--- config.mk ---
export PLATFORM = sky130hd
export DESIGN_NAME = hex_keypad_entry
export DESIGN_NICKNAME = d
export VERILOG_FILES = /design/src/rtl/hex_keypad_entry.sv
export SDC_FILE = /design/constraint.sdc
export NUM_CORES = 1
export LEC_CHECK = 0
export BUFFER_PORTS_ARGS = -buffer_cell sky130_fd_sc_hd__buf_2
export CAP_MARGIN = 40
export CORE_MARGIN = 2
export CORE_UTILIZATION = 50
export CTS_BUF_LIST = sky130_fd_sc_hd__clkbuf_8
export DETAILED_ROUTE_END_ITERATION = 6
export GPL_ROUTABILITY_DRIVEN = 0
export PLACE_DENSITY_LB_ADDON = 0.12
export SLEW_MARGIN = 20
export SYNTH_ARGS = -nofsm -noshare
export SYNTH_HDL_FRONTEND = slang
export SYNTH_SLANG_ARGS = --single-unit
--- constraint.sdc ---
create_clock -name clk -period 2.4 [get_ports clk]
set_input_delay 0.36 -clock clk [delete_from_list [all_inputs] [get_ports clk]]
set_output_delay 0.36 -clock clk [all_outputs]
set_load 0.05 [all_outputs]
--- src/rtl/hex_keypad_entry.sv ---
// Scans a 4x4 hex keypad, debounces press and release, and shifts each accepted digit into a 16-bit entry value.
// Latency: 2-cycle sync + rest of the row slot + DEBOUNCE + 1 cycles from press to key_valid; no backpressure.
module hex_keypad_entry #(
  parameter int SCAN_DIV = 1000,
  parameter int DEBOUNCE = 10000
) (
  input  logic        clk,
  input  logic        rst,
  output logic [3:0]  rows,
  input  logic [3:0]  cols,
  input  logic        clr,
  output logic [15:0] value,
  output logic [3:0]  key_code,
  output logic        key_valid,
  output logic [2:0]  digits
);

  localparam int MAXC = (SCAN_DIV > DEBOUNCE) ? SCAN_DIV : DEBOUNCE;
  localparam int CW   = $clog2(MAXC);
  localparam logic [CW-1:0] SCAN_LAST = CW'(SCAN_DIV - 1);
  localparam logic [CW-1:0] DEB_LAST  = CW'(DEBOUNCE - 1);

  typedef enum logic [1:0] {
    ST_SCAN,
    ST_DEBOUNCE,
    ST_REPORT,
    ST_RELEASE
  } state_t;

  state_t        state;
  logic [CW-1:0] cnt;
  logic [1:0]    row;
  logic [1:0]    col;
  logic [3:0]    cols_m;
  logic [3:0]    cols_s;

  // Column priority: the lowest-index active-low column wins.
  function automatic logic [1:0] low_col(input logic [3:0] c);
    if (!c[0])      return 2'd0;
    else if (!c[1]) return 2'd1;
    else if (!c[2]) return 2'd2;
    else            return 2'd3;
  endfunction

  function automatic logic [3:0] key_map(input logic [1:0] r, input logic [1:0] c);
    case ({r, c})
      4'h0: return 4'h1;
      4'h1: return 4'h2;
      4'h2: return 4'h3;
      4'h3: return 4'hA;
      4'h4: return 4'h4;
      4'h5: return 4'h5;
      4'h6: return 4'h6;
      4'h7: return 4'hB;
      4'h8: return 4'h7;
      4'h9: return 4'h8;
      4'hA: return 4'h9;
      4'hB: return 4'hC;
      4'hC: return 4'h0;
      4'hD: return 4'hF;
      4'hE: return 4'hE;
      default: return 4'hD;
    endcase
  endfunction

  always_ff @(posedge clk or posedge rst) begin
    if (rst) begin
      state     <= ST_SCAN;
      cnt       <= '0;
      row       <= 2'd0;
      col       <= 2'd0;
      rows      <= 4'b1110;
      cols_m    <= 4'hF;
      cols_s    <= 4'hF;
      value     <= '0;
      key_code  <= '0;
      key_valid <= 1'b0;
      digits    <= '0;
    end else begin
      cols_m    <= cols;
      cols_s    <= cols_m;
      key_valid <= 1'b0;

      case (state)
        ST_SCAN: begin
          if (cnt == SCAN_LAST) begin
            cnt <= '0;
            if (cols_s != 4'hF) begin
              col   <= low_col(cols_s);
              state <= ST_DEBOUNCE;
            end else begin
              rows <= {rows[2:0], rows[3]};
              row  <= row + 2'd1;
            end
          end else begin
            cnt <= cnt + 1'b1;
          end
        end

        ST_DEBOUNCE: begin
          if (cols_s[col]) begin
            cnt   <= '0;
            state <= ST_SCAN;
          end else if (cnt == DEB_LAST) begin
            cnt   <= '0;
            state <= ST_REPORT;
          end else begin
            cnt <= cnt + 1'b1;
          end
        end

        ST_REPORT: begin
          key_valid <= 1'b1;
          key_code  <= key_map(row, col);
          value     <= {value[11:0], key_map(row, col)};
          digits    <= (digits == 3'd4) ? 3'd4 : digits + 3'd1;
          cnt       <= '0;
          state     <= ST_RELEASE;
        end

        ST_RELEASE: begin
          // Any low column, including other keys on this row, restarts the release window.
          if (cols_s != 4'hF) begin
            cnt <= '0;
          end else if (cnt == DEB_LAST) begin
            cnt   <= '0;
            rows  <= {rows[2:0], rows[3]};
            row   <= row + 2'd1;
            state <= ST_SCAN;
          end else begin
            cnt <= cnt + 1'b1;
          end
        end

        default: begin
          cnt   <= '0;
          state <= ST_SCAN;
        end
      endcase

      // Placed after the FSM so a clear landing on the report cycle overrides the shift.
      if (clr) begin
        value  <= '0;
        digits <= '0;
      end
    end
  end

endmodule

==> metrics.md, run 1 <==
| Metric | Value |
|---|---|
| Vias in the first global route | roughly 1800 |
| Slew @ Worst Pin | 378.8 ps |
| Largest net degree at the start of global routing | 57 |
| Diode count | 0 |
| Total Routed Length | 4712 um |
| Fin nets | 298 |
| Cell breakdown of the critical path | or4b_4 > nor4_4 > a22o_4 > mux2_4 |
| Proportion of netlist area held by the largest area contributor | 0.4292 |
| Global-route total usage across every layer | 0.1756 |
| Combined area of the multi-input logic cells | ~1100 um2 |
| GR Overflow Total | 0 |
| Floorplan core area | 5075 um2 |
| Area added between synthesis and finish | 12.97% |
| Via Count | 1876 |
| Worst setup slack after placement | 366.6 ps |
| Sequential area share after synthesis | 0.5393 |
| Maximum operating frequency | 0.4917 GHz |
| Critical Path End Type | register |
| Post-synth ARST share | 1.000 |
| Class of the most critical setup path | register to register |
| Number of detailed-route iterations in the first pass | 4 |
| Routed met1 length | 2209 um |
| Clock tree sinks | 56 |
| Layout fillers | 449 |
| Top cell types by occurrence after synthesis | 45 x dfrtp_1, 35 x nand2_1, 26 x nor2_1 |
| Overall die width | 76.44 um |
| Unrepaired setup endpoints after global routing | no |
| First-iteration detailed-routing DRC count | 85 |
| DR WL met2 | 2265 um |
| PD cells | 499.7 nW/um2 |
| Fin. max-slew vios | 0 |
| Total setup violations reported at the end of the flow | 0 |
| Clock tree from TritonCTS | done |
| Worst stage delay on the critical path | 550 ps |
| Area of all sequential standard cells | between 1000 and 1500 um2 |
| Cells taking the most area after synthesis | dfrtp_1 43%, dfstp_2 11%, nand2_1 5.0% |
| Library cell contributing the largest single delay on the critical path | or4b_4 |
| Data arrival time at the worst-slack endpoint | about 2200 ps |
| Initial antenna violation count | 0 |
| Worst hold path class | input pin to asynchronous set/reset pin |
| Critical path's top delay family | simple AND/OR/NAND/NOR gates |
| I/O Buffers | 34 |
| Wire length of the first global-routing pass | 8369 um |
| Count of different cell masters after synthesis | 39 |
| Count of H-tree levels built during CTS | 2 |
| Count of cells resized by post-cts repair | 0 |
| Highest signal layer in the routed design | met4 |
| Post-DP HPWL | around 3300 um |
| Hold buffer count at CTS | 0 |
| Endpoints failing hold | 0 |
| Later-pin clock latency in the skew report | between 300 and 400 ps |
| Total nets after synthesis | 265 |
| Slew margin rel. | 0.7439 |
| EDFF count, synth | 0 |
| Count of boundary I/O pins | 35 |
| Met3 wirelength from detailed routing | approximately 200 um |
| Outcome | completed |
| Number of buffers added by the clock tree synthesis step | 5 |
| Std cell rows | 26 |
| Critical path buffers and inverters | 0 |
| Seq cells post-synth | 56 |
| Average footprint of a synthesized cell | 10.41 um2 |
| Period utilisation layout | 0.8473 |
| Required time worst endpoint | 2600 ps |
| DRC | 0 |
| Final Critical Period | slightly above 2000 ps |
| Starting Density | 0.5170 |
| Wire per inst | around 13 um |
| Peak ir drop on the vdd network | approximately 0.24 mV |
| Die height | 76.44 um |
| Main synth FF type | dfrtp_1 |
| Number of standard cells after synthesis | 252 |
| Cell Area, Synth | 2624 um2 |
| Max clock buf depth | 2 |
| Max-cap check violation count | 0 |
| Library cell with the largest summed area after synthesis | dfrtp_1 |
| Postcts setup bufs | 0 |
| Clk pin slew, worst setup/hold paths | about 90 ps |
| Smallest setup slack after layout | 366.4 ps |
| Most repeated cell in the gate-level netlist after synthesis | dfrtp_1 |
| Root Driver | clkbuf_8 |
| Post-detailed-route via-to-cell ratio | 5.270 |
| Setup TNS after final layout | 0 ps |
| Crit Path Max Fanout | 6 |
| Critical Path Start Type | register |
| Total die area | 5843 um2 |
| Number of antenna-violating nets in the routed design | 0 |
| Leakage dissipation | about 1.4 nW |
| Post-route clock skew | about 8.3 ps |
| Synth warnings | 0 |
| Share of post-route cells with drive strength above 1 | 0.2413 |
-- metal layers --
layer | vias to the layer above | track usage
li1 | 937 | -
met1 | 893 | 0.2273
met2 | 41 | 0.2956
met3 | 5 | 0.04147
met4 | 0 | 0.05091
met5 | - | 0
-- cell usage in the layout, fill, tap and decap left out, drive strengths merged, types with 2 or more instances in the layout --
cell     count
or3          3
a21oi       24
xnor2        7
xor2         7
nand3        7
nand4bb      2
nor4         2
and3         5
dfstp       11
nor3         7
nor2b        2
mux2         4
nor2        26
a32oi        2
o21ai        5
nand4        9
ha           6
and4         3
clkbuf       5
nand2b       2
dfrtp       45
nand2       35
buf         39
a211oi       3
inv          9
mux2i        3
-- final timing paths --
check | from | to | slack [ps] | depth (start not counted)
setup / recovery | cnt[11] | rows[0] | 370 | 4
hold / removal | rst | cnt[1] | 90 | 3
setup reg to reg | cnt[11] | rows[0] | 370 | 4
hold reg to reg | cols_m[0] | cols_s[0] | 360 | 0
max in group asynchronous | rst | cols_s[1] | 2020 | 3
min in group clk | cols[3] | cols_m[3] | 150 | 1
-- cell type report --
class                      count  area share
sequential                    56      0.4774
multi-input combinational    175      0.3803
timing repair buffer          39     0.07429
tap                           70     0.02955
clock buffer                   5     0.02322
inverter                       8     0.01013
clock inverter                 3    0.005065
-- sequential cells by signal, summed over array words and instances, names as in the netlist, named ones only --
signal	cells
state	1
row	2
cnt	14
value	16
key_code	4
cols_m	4
col	2
cols_s	4
digits	3
rows	4
key_valid	1
-- kinds of logic (layout without fill, tap and decap cells) --
group                      count (synthesis)  count (layout)  share of synthesized area
buffers and inverters                     21              55                    0.03100
xor gates and xnor gates                  14              14                    0.04673
muxes                                      8               8                    0.04292
AOI/OAI and AO/OA                         37              37                    0.08250
DFF                                       56              56                     0.5393
and+or+nand+nor                          110             110                     0.2289
adders and majority gates                  6               6                    0.02861
-- power breakdown --
part / switching [W] / leakage [nW] / internal, W / total [W]
logic: 0.0000269 / 0.609 / 0.00000972 / 0.0000366
clock network: 0.000286 / 0.0430 / 0.000199 / 0.000485
registers: 0.00000426 / 0.730 / 0.000956 / 0.000960
-- worst register-to-register path, stage by stage (launching register included) --
cell and delay, ps:
dfrtp_1 450, or4b_4 550, nor4_4 380, a22o_4 250, mux2_4 300
-- metrics by stage --
stage	instance area [um2]	power [W]	cells	util	hold WS, ps
final	2964	0.001481	356	0.5841	88.73
after global routing	2964	0.001547	356	0.5841	113.0
after CTS	2964	0.001507	356	0.5841	97.50
after detailed placement	2880	0.001016	348	0.5676	346.8
after global placement	2880	0.001016	348	0.5676	346.3
after floorplan	2624	0.0009991	252	-	345.2
Note: power is estimated with default switching activity, not from simulation.
==> inputs of run 2 (changes only) <==
clock period = 1.9 ns   (was 2.4 ns; I/O delays follow)
==> run 2 against run 1 <==
Effect of this change:
- the flow now finishes with violations (negative hold slack)
- first-iteration DRC count increased by 15%
- core utilization grew 3.4 points
- sequential share of layout area is 2.6 points lower
- combinational power rose by 29%
- critical path depth unchanged
- worst hold slack worse by 90 ps
- power is 56% higher
- largest power group unchanged
==> metrics.md, run 2 (synthesis results as in run 1) <==
| Metric | Value |
|---|---|
| Clk pin slew, worst setup/hold paths | 100 ps (about the same) |
| Endpoints failing hold | 1 (+1) |
| Critical Path End Type | register |
| Largest net degree at the start of global routing | 57 (unchanged) |
| Share of total power in combinational logic | 0.020 (-0.005) |
| First-iteration detailed-routing DRC count | 98 (+15%) |
| GR Overflow Total | 0 (unchanged) |
| Crit Path Max Fanout | 5 (-1) |
| Commonest cells after routing, fill and taps aside | 45 x dfrtp_1, 35 x nand2_1, 34 x buf_2 |
| Fin. max-slew vios | 0 (unchanged) |
| Internal power component | 0.001879 W (+61%) |
| Worst hold path class | input pin to asynchronous set/reset pin |
| Total power of the final layout | 0.002310 W (+56%) |
| Post-route clock skew | 9.330 ps (+0.9984 ps) |
| Most common cell after layout, fill and taps aside | dfrtp_1 |
| Largest registers ranked by flip-flop count | value (16), cnt (14) |
| Share of post-route cells with drive strength above 1 | 0.2838 (+0.04253) |
| Total setup violations reported at the end of the flow | 0 (unchanged) |
| Switching power as a share of total power | 0.1866 (-0.02759) |
| Max-cap check violation count | 0 (unchanged) |
| Number of antenna-violating nets in the routed design | 0 (unchanged) |
| Final standard cell area without fillers | 3137 um2 (+5.8%) |
| Post-DP HPWL | 3401 um (+4.5%) |
| Leakage dissipation | 1.469 nW (+6.3%) |
| Outcome | complete, but fails checks |
| DRC | 0 (unchanged) |
| Clock tree from TritonCTS | done |
| Die height | 76.44 um (unchanged) |
| Total Routed Length | 5110 um (+8.4%) |
| Wire per inst | 13.96 um (+5.5%) |
| Largest register FFs | 16 (unchanged) |
| Overall die width | 76.44 um (unchanged) |
| Total die area | 5843 um2 (unchanged) |
| Slew margin rel. | 0.7437 (about the same) |
| Fin Hold WS | -0.9212 ps (-89.65 ps) |
| Std cell rows | 26 (unchanged) |
| Depth of the worst register-to-register path | 4 (unchanged) |
| Final Critical Period | 1805 ps (-228.1 ps) |
| Initial antenna violation count | 0 (unchanged) |
| Most flops, register | value |
| Starting Density | 0.5170 (unchanged) |
| Count of boundary I/O pins | 35 (unchanged) |
| Vias in the first global route | 1838 (+2.5%) |
| Max clock buf depth | 2 (unchanged) |
| Finished Layout Cells | 366 (+2.8%) |
| Post-detailed-route via-to-cell ratio | 5.314 (+0.85%) |
| Class of the most critical setup path | register to register |
| Data arrival time at the worst-slack endpoint | 2010 ps (-220 ps) |
| Critical Path Start Type | register |
| Area added between synthesis and finish | 19.55% |
| Relative contribution of sequential cells to total power | 0.525 (-0.123) |
| Clock network fraction of design power | 0.454 (+0.127) |
| Period utilisation layout | 0.9502 (+0.1029) |
| Worst setup slack after placement | 98.45 ps (-268.2 ps) |
| Clock tree sinks | 56 (unchanged) |
| Maximum operating frequency | 0.5539 GHz (+13%) |
| Count of H-tree levels built during CTS | 2 (unchanged) |
| Total placed cells including tap cells | 357 (+2.6%) |
| Global-route total usage across every layer | 0.1830 (+0.007431) |
| Number of buffers added by the clock tree synthesis step | 5 (unchanged) |
| Smallest setup slack after layout | 94.54 ps (-271.9 ps) |
| Slew @ Worst Pin | 379.1 ps (+0.2176 ps) |
| PD cells | 736.3 nW/um2 (+47%) |
| Hold buffer count at CTS | 0 (unchanged) |
| Net Sw Power | 0.0004310 W (+36%) |
| Diode count | 0 (unchanged) |
| Placed inst area | 2948 um2 (+2.3%) |
| I/O Buffers | 34 (unchanged) |
| Peak ir drop on the vdd network | 0.5868 mV (+140%) |
| Via Count | 1945 (+3.7%) |
| Failing checks | negative hold slack |
| Root Driver | clkbuf_8 |
| Wire length of the first global-routing pass | 8562 um (+2.3%) |
| Number of detailed-route iterations in the first pass | 4 (unchanged) |
| Fin nets | 308 (+3.4%) |
| Required time worst endpoint | 2100 ps (-500 ps) |
| Later-pin clock latency in the skew report | 310 ps (about the same) |
| Floorplan core area | 5075 um2 (unchanged) |
[run 2: cell types whose count changed in the layout (fill, tap and decap cells not counted), sizes merged]
| cell | previous run | this run |
|---|---|---|
| clkinvlp | 1 | 0 |
| inv | 9 | 8 |
| bufinv | 0 | 3 |
| clkinv | 1 | 0 |
| buf | 39 | 49 |
[run 2: worst paths after layout]
| path | start | end | slack, ps |
|---|---|---|---|
| min in group clk | cols[1] | cols_m[1] | 60 |
| max | cnt[4] | rows[0] | 90 |
| max reg2reg | cnt[4] | rows[0] | 90 |
| min reg2reg | cols_m[2] | cols_s[2] | 360 |
| min | rst | cnt[2] | -0.9 |
| max in group asynchronous | rst | cols_m[2] | 1590 |
[run 2: final cells by class]
cell class | count | area, um2
clock buffer | 5 | 68.82
clock inverter | 3 | 90.09
fill | 456 | 1938
inverter | 8 | 30.03
multi-input combinational | 175 | 1142
sequential | 56 | 1415
tap | 70 | 87.58
timing repair buffer | 49 | 302.8
[run 2: what timing repair did]
| item | CTS | global route |
|---|---|---|
| gates resized for setup | 0 | 10 |
| setup buffers | 0 | 0 |
| hold endpoints to repair | 0 | 0 |
| setup endpoints to repair | 0 | 15 |
[run 2: power groups by stage]
stage | clock network (W) | logic, W | registers (W)
detailed placement | 0 | 0.0000491 | 0.00124
finish | 0.00105 | 0.0000472 | 0.00121
global route | 0.00111 | 0.0000547 | 0.00122
global placement | 0 | 0.0000490 | 0.00123
CTS | 0.00107 | 0.0000490 | 0.00121
floorplan | 0 | 0.0000283 | 0.00123
[run 2: per-stage QoR]
step                TNS [ps]    util
global route          -101.6  0.6181
detailed placement         0  0.5809
global placement           0  0.5809
CTS                        0  0.6122
floorplan                  0       -
finish                     0  0.6181
[run 2: critical path: stages, from the launching register on]
cell,delay [ps]
dfrtp_1,410
or3_1,420
nor4_4,350
a22o_4,220
mux2_4,300
[run 2: metal layers]
| layer | GRT usage | vias up | share of wire |
|---|---|---|---|
| met5 | 0 | - | 0 |
| li1 | - | 952 | - |
| met2 | 0.3035 | 44 | 0.48 |
| met1 | 0.2332 | 944 | 0.47 |
| met3 | 0.04502 | 5 | 0.041 |
| met4 | 0.06727 | 0 | 0.0090 |
==> inputs of run 3 (changes only) <==
BUFFER_PORTS_ARGS = -buffer_cell sky130_fd_sc_hd__buf_4   (was -buffer_cell sky130_fd_sc_hd__buf_2)
==> run 3 against run 2 <==
Effect of this change:
- the flow now finishes without violations
- wire length shrank 3.7%
- sequential share of layout area shrank 0.13 points
- first-iteration DRC count shrank 18%
- clock skew shrank 1.3 ps
- register-to-register slack is essentially flat
- sequential cell count is the same
- die area is the same
==> metrics.md, run 3 (synthesis results as in run 1) <==
| Metric | Value |
|---|---|
| Post-route clock skew | 8.078 ps (-1.252 ps) |
| Critical path's top delay family | simple AND/OR/NAND/NOR gates |
| Overall die width | 76.44 um (unchanged) |
| Crit Path Max Fanout | 5 (unchanged) |
| Root Driver | clkbuf_8 |
| Total setup violations reported at the end of the flow | 0 (unchanged) |
| Fin Hold WS | 84.95 ps (+85.87 ps) |
| Clk pin slew, worst setup/hold paths | 90 ps (about the same) |
| Floorplan core area | 5075 um2 (unchanged) |
| Count of H-tree levels built during CTS | 2 (unchanged) |
| Postcts setup bufs | 0 (unchanged) |
| Class of the most critical setup path | register to register |
| Largest registers ranked by flip-flop count | value (16), cnt (14) |
| Cell breakdown of the critical path | or3_1 > nor4_4 > a22o_4 > mux2_4 |
| HP Start | cols[0] |
| Clock tree sinks | 56 (unchanged) |
| I/O Buffers | 34 (unchanged) |
| Finished Layout Cells | 367 (+0.27%) |
| Most common cell after layout, fill and taps aside | buf_4 |
| Total Routed Length | 4919 um (-3.7%) |
| Fin nets | 309 (+0.32%) |
| Worst setup slack after placement | 64.12 ps (-34.33 ps) |
| Later-pin clock latency in the skew report | 300 ps (about the same) |
| Final Critical Period | 1812 ps (+6.544 ps) |
| Number of detailed-route iterations in the first pass | 5 (+1) |
| Std cell rows | 26 (unchanged) |
| Leakage dissipation | 1.433 nW (-2.4%) |
| Vias in the first global route | 1845 (+0.38%) |
| Wire length of the first global-routing pass | 8569 um (about the same) |
| Endpoints failing hold | 0 (-1) |
| Via Count | 1954 (+0.46%) |
| Source of the worst register-to-register timing path | cnt[4] |
| Post-DP HPWL | 3570 um (+5.0%) |
| Fin. max-slew vios | 0 (unchanged) |
| Initial antenna violation count | 0 (unchanged) |
| Library cell contributing the largest single delay on the critical path | or3_1 |
| Slew @ Worst Pin | 357.3 ps (-21.75 ps) |
| Max-cap check violation count | 0 (unchanged) |
| Critical Path Start Type | register |
| Share of post-route cells with drive strength above 1 | 0.2761 (-0.007690) |
| Total placed cells including tap cells | 358 (+0.28%) |
| Peak ir drop on the vdd network | 0.4649 mV (-21%) |
| DRC | 0 (unchanged) |
| Slew margin rel. | 0.7584 (+0.01470) |
| Layout fillers | 441 (-3.3%) |
| Number of antenna-violating nets in the routed design | 0 (unchanged) |
| Commonest cells after routing, fill and taps aside | 48 x buf_4, 45 x dfrtp_1, 35 x nand2_1 |
| Die height | 76.44 um (unchanged) |
| Diode count | 0 (unchanged) |
| Maximum operating frequency | 0.5519 GHz (-0.36%) |
| PD cells | 600.2 nW/um2 (-18%) |
| Most flops, register | value |
| Count of boundary I/O pins | 35 (unchanged) |
| Smallest setup slack after layout | 88.00 ps (-6.544 ps) |
| Critical path buffers and inverters | 0 (unchanged) |
| Global-route total usage across every layer | 0.1782 (-0.004794) |
| Outcome | completed |
| Worst setup slack for register-to-register paths | 90 ps (about the same) |
| Critical Path End Type | register |
| Worst stage delay on the critical path | 420 ps (about the same) |
| First-iteration detailed-routing DRC count | 80 (-18%) |
| Area added between synthesis and finish | 19.89% |
| Period utilisation layout | 0.9537 (+0.003444) |
| Max clock buf depth | 2 (unchanged) |
| Required time worst endpoint | 2090 ps (about the same) |
| Post-detailed-route via-to-cell ratio | 5.324 (+0.19%) |
| Worst hold path class | input pin to register |
| Unrepaired setup endpoints after global routing | yes |
| Largest register FFs | 16 (unchanged) |
| GR Overflow Total | 0 (unchanged) |
| Clock tree from TritonCTS | done |
| Wire per inst | 13.40 um (-4.0%) |
| Startpoint of the most critical setup path | cnt[4] |
| Total die area | 5843 um2 (unchanged) |
| Starting Density | 0.5170 (unchanged) |
| Number of buffers added by the clock tree synthesis step | 5 (unchanged) |
| Data arrival time at the worst-slack endpoint | 2010 ps (about the same) |
| Largest net degree at the start of global routing | 27 (-53%) |
run 3: metal layers:
metal / vias to the layer above / part of all wire / track usage
li1: 958 / - / -
met1: 945 / 0.45 / 0.2313
met2: 44 / 0.50 / 0.3035
met3: 7 / 0.038 / 0.03199
met4: 0 / 0.015 / 0.05818
met5: - / 0 / 0
run 3: report_power, final:
part	leakage [nW]	switching, W	internal [W]	total, W
combinational	0.666	0.0000340	0.0000188	0.0000528
clock	0.0378	0.000368	0.000255	0.000623
sequential	0.730	0.00000542	0.00121	0.00121
total	1.43	0.000407	0.00148	0.00189
run 3: path summary, 6_finish.rpt:
check                            end  depth (start not counted)
max in group asynchronous  cols_s[3]                          4
hold / removal             cols_m[0]                          1
min in group asynchronous   value[4]                          3
setup reg to reg             rows[0]                          4
hold reg to reg            cols_s[0]                          0
setup / recovery             rows[0]                          4
run 3: worst reg2reg max path, stage by stage (launching register included):
cell     delay [ps]
dfrtp_1         400
or3_1           420
nor4_4          370
a22o_4          220
mux2_4          300
run 3: what timing repair did:
item                       4_1_cts  5_1_grt
setup endpoints to repair        0        2
hold buffers                     1        0
resized for setup                0        2
hold endpoints to repair        14        0
run 3: area by class of cell:
class | instances | area (um2) | area share
clock buffer | 5 | 68.82 | 0.02188
timing repair buffer | 50 | 390.4 | 0.1241
tap | 70 | 87.58 | 0.02784
clock inverter | 3 | 18.77 | 0.005967
sequential | 56 | 1415 | 0.4499
multi-input combinational | 175 | 1135 | 0.3608
inverter | 8 | 30.03 | 0.009547
run 3: metrics by stage:
stage            util  setup TNS, ps  total power (W)  cell area (um2)
2_1_floorplan       -              0         0.001262             2624
3_3_place_gp   0.5991              0         0.001289             3040
3_5_place_dp   0.5991              0         0.001289             3040
4_1_cts        0.6183              0         0.001914             3138
5_1_grt        0.6198         -6.734         0.001963             3146
6_report       0.6198              0         0.001888             3146
